### config.mk
export PLATFORM = sky130hd
export DESIGN_NAME = conv_stream_engine
export DESIGN_NICKNAME = d
export VERILOG_FILES = /design/src/rtl/conv_stream_engine.sv
export SDC_FILE = /design/constraint.sdc
export NUM_CORES = 2
export LEC_CHECK = 0
export BUFFER_PORTS_ARGS = -buffer_cell sky130_fd_sc_hd__buf_2
export CORE_UTILIZATION = 65
export CTS_CLUSTER_SIZE = 28
export DETAILED_ROUTE_END_ITERATION = 12
export PLACE_DENSITY = 0.86
export REMOVE_ABC_BUFFERS = 1
export SETUP_SLACK_MARGIN = 0.05
export SLEW_MARGIN = 20
export SYNTH_ARGS = -nofsm -noshare
export SYNTH_HDL_FRONTEND = slang
export SYNTH_SLANG_ARGS = --single-unit
### constraint.sdc
create_clock -name clk -period 25.1 [get_ports clk]
set_clock_uncertainty 0.2 [all_clocks]
set_input_delay 1.255 -clock clk [delete_from_list [all_inputs] [get_ports clk]]
set_output_delay 1.255 -clock clk [all_outputs]
set_load 0.005 [all_outputs]
### src/rtl/conv_stream_engine.sv
// Streaming KSIZE x KSIZE convolution engine: multiply, adder tree, channel accumulate, round/shift/saturate.
// Latency: a last-channel beat accepted on edge E shows out_valid after edge E+2; each stalled cycle adds one.
// Backpressure: en = !out_valid | out_ready freezes the whole pipe and drops win_ready while a pixel waits.
// Optional ReLU clamp on the quantised output is built when CONV_RELU_EN is defined.
module conv_stream_engine #(
  parameter int DATA_WIDTH   = 8,
  parameter int WEIGHT_WIDTH = 4,
  parameter int BIAS_WIDTH   = 8,
  parameter int KSIZE        = 5,
  parameter int ACC_WIDTH    = 32
) (
  input  logic                                 clk,
  input  logic                                 rst,
  input  logic                                 start,
  input  logic [7:0]                           cfg_num_ch,
  input  logic [15:0]                          cfg_num_out,
  input  logic [4:0]                           cfg_shift,
  input  logic                                 win_valid,
  output logic                                 win_ready,
  input  logic [KSIZE*KSIZE*DATA_WIDTH-1:0]    win_data,
  input  logic [KSIZE*KSIZE*WEIGHT_WIDTH-1:0]  wgt_data,
  input  logic [BIAS_WIDTH-1:0]                bias,
  output logic                                 out_valid,
  input  logic                                 out_ready,
  output logic [DATA_WIDTH-1:0]                out_data,
  output logic                                 busy,
  output logic                                 done
);

  localparam int NE = KSIZE * KSIZE;
  localparam int PW = DATA_WIDTH + WEIGHT_WIDTH;
  localparam logic signed [ACC_WIDTH-1:0] SAT_MAX = (ACC_WIDTH'(1) << (DATA_WIDTH - 1)) - ACC_WIDTH'(1);
  localparam logic signed [ACC_WIDTH-1:0] SAT_MIN = ~SAT_MAX;

  typedef enum logic [1:0] {ST_IDLE, ST_RUN, ST_DRAIN, ST_DONE} state_t;

  state_t      state_q, state_d;
  logic [7:0]  num_ch_q, num_ch_d;
  logic [4:0]  shift_q, shift_d;
  logic [15:0] pix_rem_q, pix_rem_d;   // pixels whose beats are still to be accepted
  logic [15:0] out_rem_q, out_rem_d;   // pixels still to be handed to the consumer
  logic [7:0]  ch_cnt_q, ch_cnt_d;

  logic en, last_ch, accept, out_hs;

  // Stage 1: products and bias
  logic                   s1_vld_q, s1_last_q;
  logic signed [PW-1:0]   prod_d [NE];
  logic signed [PW-1:0]   prod_q [NE];
  logic [BIAS_WIDTH-1:0]  s1_bias_q;

  // Stage 2: tree sum
  logic                         s2_vld_q, s2_last_q;
  logic signed [ACC_WIDTH-1:0]  sum_d, sum_q;
  logic [BIAS_WIDTH-1:0]        s2_bias_q;

  // Stage 3: accumulate / quantise
  logic signed [ACC_WIDTH-1:0]  acc_q, acc_d;
  logic signed [ACC_WIDTH-1:0]  bias_ext, rnd, v, q;
  logic                         out_vld_q, out_vld_d;
  logic [DATA_WIDTH-1:0]        out_dat_q, out_dat_d;

  assign en        = !out_vld_q | out_ready;
  assign last_ch   = (ch_cnt_q == num_ch_q - 8'd1);
  assign win_ready = (state_q == ST_RUN) & en & (pix_rem_q != 16'd0);
  assign accept    = win_valid & win_ready;
  assign out_hs    = out_vld_q & out_ready;

  assign out_valid = out_vld_q;
  assign out_data  = out_dat_q;
  assign busy      = (state_q == ST_RUN) | (state_q == ST_DRAIN);
  assign done      = (state_q == ST_DONE);

  // Job sequencing: config latch, beat/pixel counters and next state
  always_comb begin
    state_d   = state_q;
    num_ch_d  = num_ch_q;
    shift_d   = shift_q;
    pix_rem_d = pix_rem_q;
    out_rem_d = out_rem_q;
    ch_cnt_d  = ch_cnt_q;
    if (out_hs && out_rem_q != 16'd0) begin
      out_rem_d = out_rem_q - 16'd1;
    end
    case (state_q)
      ST_IDLE: begin
        if (start) begin
          num_ch_d  = (cfg_num_ch == 8'd0) ? 8'd1 : cfg_num_ch;
          shift_d   = cfg_shift;
          pix_rem_d = cfg_num_out;
          out_rem_d = cfg_num_out;
          ch_cnt_d  = 8'd0;
          state_d   = ST_RUN;
        end
      end
      ST_RUN: begin
        if (pix_rem_q == 16'd0) begin
          // only reachable for an empty job
          state_d = ST_DONE;
        end else if (accept) begin
          if (last_ch) begin
            ch_cnt_d  = 8'd0;
            pix_rem_d = pix_rem_q - 16'd1;
            if (pix_rem_q == 16'd1) begin
              state_d = ST_DRAIN;
            end
          end else begin
            ch_cnt_d = ch_cnt_q + 8'd1;
          end
        end
      end
      ST_DRAIN: begin
        if (out_hs && out_rem_q == 16'd1) begin
          state_d = ST_DONE;
        end
      end
      ST_DONE: begin
        state_d = ST_IDLE;
      end
      default: begin
        state_d = ST_IDLE;
      end
    endcase
  end

  // Control state register
  always_ff @(posedge clk or posedge rst) begin
    if (rst) begin
      state_q   <= ST_IDLE;
      num_ch_q  <= 8'd1;
      shift_q   <= 5'd0;
      pix_rem_q <= 16'd0;
      out_rem_q <= 16'd0;
      ch_cnt_q  <= 8'd0;
    end else begin
      state_q   <= state_d;
      num_ch_q  <= num_ch_d;
      shift_q   <= shift_d;
      pix_rem_q <= pix_rem_d;
      out_rem_q <= out_rem_d;
      ch_cnt_q  <= ch_cnt_d;
    end
  end

  // Element-wise signed products, both operands widened to the product width
  always_comb begin
    for (int i = 0; i < NE; i++) begin
      prod_d[i] = $signed({{WEIGHT_WIDTH{win_data[i*DATA_WIDTH+DATA_WIDTH-1]}},
                           win_data[i*DATA_WIDTH +: DATA_WIDTH]})
                * $signed({{DATA_WIDTH{wgt_data[i*WEIGHT_WIDTH+WEIGHT_WIDTH-1]}},
                           wgt_data[i*WEIGHT_WIDTH +: WEIGHT_WIDTH]});
    end
  end

  // Stage 1 register: products, last tag, bias captured on the last-channel beat
  always_ff @(posedge clk or posedge rst) begin
    if (rst) begin
      s1_vld_q  <= 1'b0;
      s1_last_q <= 1'b0;
      s1_bias_q <= '0;
      for (int i = 0; i < NE; i++) begin
        prod_q[i] <= '0;
      end
    end else if (en) begin
      s1_vld_q  <= accept;
      s1_last_q <= last_ch;
      if (accept) begin
        prod_q <= prod_d;
      end
      if (accept && last_ch) begin
        s1_bias_q <= bias;
      end
    end
  end

  // Adder tree over the registered products, sign-extended to the accumulator width
  always_comb begin
    sum_d = '0;
    for (int i = 0; i < NE; i++) begin
      sum_d = sum_d + {{(ACC_WIDTH-PW){prod_q[i][PW-1]}}, prod_q[i]};
    end
  end

  // Stage 2 register: window sum and the bias travelling with its pixel
  always_ff @(posedge clk or posedge rst) begin
    if (rst) begin
      s2_vld_q  <= 1'b0;
      s2_last_q <= 1'b0;
      sum_q     <= '0;
      s2_bias_q <= '0;
    end else if (en) begin
      s2_vld_q  <= s1_vld_q;
      s2_last_q <= s1_last_q;
      if (s1_vld_q) begin
        sum_q <= sum_d;
      end
      if (s1_vld_q && s1_last_q) begin
        s2_bias_q <= s1_bias_q;
      end
    end
  end

  // Accumulate, then on the last channel: add scaled bias and rounding, shift, saturate
  always_comb begin
    bias_ext  = {{(ACC_WIDTH-BIAS_WIDTH){s2_bias_q[BIAS_WIDTH-1]}}, s2_bias_q};
    rnd       = (shift_q != 5'd0) ? (ACC_WIDTH'(1) << (shift_q - 5'd1)) : '0;
    v         = acc_q + sum_q + (bias_ext <<< shift_q) + rnd;
    q         = v >>> shift_q;
    acc_d     = acc_q;
    out_dat_d = out_dat_q;
    out_vld_d = s2_vld_q & s2_last_q;
    if (q > SAT_MAX) begin
      out_dat_d = {1'b0, {(DATA_WIDTH-1){1'b1}}};
    end else if (q < SAT_MIN) begin
      out_dat_d = {1'b1, {(DATA_WIDTH-1){1'b0}}};
    end else begin
      out_dat_d = q[DATA_WIDTH-1:0];
    end
`ifdef CONV_RELU_EN
    if (out_dat_d[DATA_WIDTH-1]) begin
      out_dat_d = '0;
    end
`endif
    if (s2_vld_q) begin
      acc_d = s2_last_q ? '0 : (acc_q + sum_q);
    end
    if (!(s2_vld_q && s2_last_q)) begin
      out_dat_d = out_dat_q;
    end
  end

  // Stage 3 register: accumulator and output pixel
  always_ff @(posedge clk or posedge rst) begin
    if (rst) begin
      acc_q     <= '0;
      out_vld_q <= 1'b0;
      out_dat_q <= '0;
    end else if (en) begin
      acc_q     <= acc_d;
      out_vld_q <= out_vld_d;
      out_dat_q <= out_dat_d;
    end
  end

endmodule

==> impl_metrics.sql <==
INSERT INTO impl_metrics (metric_group, metric, value, unit) VALUES
('global_route', 'wire_length_of_the_first_global_routing_pass', '255000', 'um'),
('synth', 'synth_largest_type_area_fraction', '26.3', '%'),
('critical_path', 'crit_path_start_kind', 'register', ''),
('critical_path', 'worst-r2r-cell-count', '23', ''),
('synth', 'syn_avg_cell_area', '9.35', 'um^2'),
('global_route', 'grt_overflow', '0', ''),
('synth', 'synth_enable_flop_cells', '0', ''),
('critical_path', 'critPathCaptureType', 'register', ''),
('timing', 'maxSlewViolCount', '0', ''),
('clock_network', 'cts.path.max_buffers', '3', ''),
('final_layout', 'multi_input_comb_area', '0.0435', 'mm^2'),
('global_route', 'groute.usage.overall', '34.6', '%'),
('run', 'cap_violations', '0', ''),
('timing', 'final.period_utilization', '33.6', '%'),
('floorplan', 'die-width', '304', 'um'),
('synth', 'part_of_the_yosys_area_used_for_sequential_elements', '18.9', '%'),
('clock_network', 'worst_setup_hold_path_clk_slew', '60', 'ps'),
('critical_path', 'worstSetupStartpoint', 'shift_q[2]', ''),
('final_layout', 'ff_latch_area', '0.0112', 'mm^2'),
('critical_path', 'timing.critical_path.max_delay_family', 'compound AO/OA/AOI/OAI gates', ''),
('timing', 'timing.setup.tns', '0', 'ps'),
('placed_design', 'io_buffers', '353', ''),
('critical_path', 'crit_path_max_cell_delay', '840', 'ps'),
('hold_path', 'hold_path.class', 'register to register', ''),
('critical_path', 'critical_path.reg2reg.endpoint', 'out_data[6]', ''),
('final_layout', 'drive_gt1_share', '9.90', '%'),
('floorplan', 'die_height', '304', 'um'),
('critical_path', 'required', '25410', 'ps'),
('placed_design', 'place_hpwl', '129000', 'um'),
('critical_path', 'slowest_stage', 'nor2_1', ''),
('clock_network', 'number_of_h_tree_branching_levels', '2', ''),
('critical_path', 'critPathKind', 'register to register', ''),
('floorplan', 'fp-row-count', '110', ''),
('synth', 'yosys.area.top_type', 'fa_1', ''),
('critical_path', 'critical_path_peak_fanout', '50', ''),
('timing', 'setup_viol', '0', ''),
('outcome', 'status', 'completed', ''),
('critical_path', 'critPathMostFrequentCell', 'fa_1', ''),
('critical_path', 'worstSetupEndpoint', 'out_data[6]', ''),
('clock_network', 'cts_resized', '0', ''),
('timing', 'layout_min_cycle_time', '8420', 'ps'),
('detailed_routing', 'drt_drc_violations_left', '0', ''),
('critical_path', 'critPathBufInv', '3', ''),
('global_route', 'grt_max_degree', '265', ''),
('clock_network', 'tritoncts', 'yes', ''),
('critical_path', 'worstPathArrival', '8740', 'ps'),
('critical_path', 'r2r_setup_slack', '16680', 'ps'),
('floorplan', 'floorplan.initialDensity', '65.8', '%'),
('placed_design', 'gp_routability_congestion', '1.02', ''),
('detailed_routing', 'detail_route.vias_per_cell', '5.91', ''),
('clock_network', 'clock_latency', '650', 'ps'),
('synth', 'syn_inst', '6352', ''),
('floorplan', 'die-area', '0.0926', 'mm^2'),
('final_layout', 'area_growth_syn_to_layout', '7.25', '%'),
('detailed_routing', 'drt_wl_total', '157000', 'um'),
('detailed_routing', 'postRouteAntennaNets', '0', ''),
('global_route', 'grt_pass1_vias', '48800', ''),
('clock_network', 'postCtsHoldBufs', '0', ''),
('floorplan', 'pin_count', '354', ''),
('timing', 'finalHoldViolCount', '0', ''),
('floorplan', 'core-area', '0.0903', 'mm^2'),
('clock_network', 'cts-buffers-inserted', '50', ''),
('clock_network', 'cts.sink_count', '448', ''),
('synth', 'synthesis.yosys.warnings', '0', ''),
('synth', 'synth-async-reset-ratio', '100', '%'),
('critical_path', 'critical_path.reg2reg.startpoint', 'shift_q[2]', ''),
('timing', 'worstMarginPinSlew', '1270', 'ps'),
('timing', 'timing.max_slew.rel_slack', '15.2', '%'),
('synth', 'yosys.cell_types.count', '116', ''),
('timing', 'setup_repair_after_global_routing_missed_its_margin', 'no', ''),
('clock_network', 'clock_root_buffer', 'clkbuf_16', '');
-- stage by stage --
step                      worst slack, ps  hold WS, ps  area, um^2  std cells  util, %
after floorplan                     11160          250       58500       6181        -
after global placement              17010          260       62000       7734     68.7
after detailed placement            16930          276       62000       7734     68.7
after CTS                           16920          287       63700       7822     70.5
after global routing                16590          295       63700       7833     70.6
final                               16680          280       63700       7835     70.6
-- per-layer routing --
metal | GRT usage (%) | wire length (um) | vias up
li1 | - | - | 21200
met1 | 42.8 | 60800 | 22900
met2 | 58.8 | 76500 | 1780
met3 | 5.38 | 10100 | 512
met4 | 17.8 | 9310 | 10
met5 | 0 | 68 | -
-- area by class of cell --
cell class,count,share of cell area [%]
antenna,13,0.0510
clock buffer,63,2.18
clock inverter,25,0.493
multi-input combinational,4703,68.2
inverter,1030,6.08
tap,1176,2.31
timing repair buffer,377,3.07
sequential,448,17.6
-- flip-flops by register name, summed over array words and instances (netlist names), 16 cells and up --
register	cells
acc_q	32
out_rem_q	16
pix_rem_q	16
prod_q	300
sum_q	32
-- placed cells by master (no fill, tap or decap), drive strengths merged, types with 24 or more instances in the layout --
cell type / count
a21o: 88
a21oi: 289
a31oi: 28
and2: 264
and3: 24
buf: 377
clkbuf: 63
dfrtp: 447
fa: 782
ha: 603
inv: 1032
mux2: 117
mux2i: 34
nand2: 757
nand2b: 183
nand3: 71
nor2: 180
nor3: 47
o21a: 31
o21ai: 366
o21bai: 117
o31ai: 26
xnor2: 256
xor2: 100
-- cell usage after synthesis, types with 100 or more instances --
cell / count
nand2_1: 754
fa_1: 782
nor2_1: 178
dfrtp_1: 447
xor2_1: 100
xnor2_1: 256
nand2b_1: 183
o21bai_1: 116
inv_1: 1028
a21oi_1: 285
clkbuf_1: 128
ha_1: 603
and2_1: 261
mux2_2: 112
o21ai_0: 360
-- cell families (layout without fill, tap and decap cells) --
logic type,Yosys count,after routing,share of synthesized area (%)
simple gates,1634,1634,13.2
fa+ha+maj,1385,1385,39.0
buf+inv,1201,1495,7.99
compound gates,1169,1169,12.6
flops,448,448,18.9
xor+xnor,356,356,5.25
mux,159,159,3.11
other cells,0,13,0
-- how the worst min path moves through the flow --
stage	start	to	cells after the start
final	out_data[7]	out_data[7]	2
after global routing	out_data[0]	out_data[0]	1
after CTS	out_data[7]	out_data[7]	2
after detailed placement	out_data[7]	out_data[7]	2
after global placement	out_data[7]	out_data[7]	2
after floorplan	prod_q[148]	prod_q[148]	2
-- worst min-delay path, cell delays in order (launching register included) --
cell and delay [ps]:
dfrtp_1 350, nand2_1 50, nand2_1 50
Power is not shown: default switching activity piles up to over one toggle a cycle in this logic, so the estimate is an artifact.
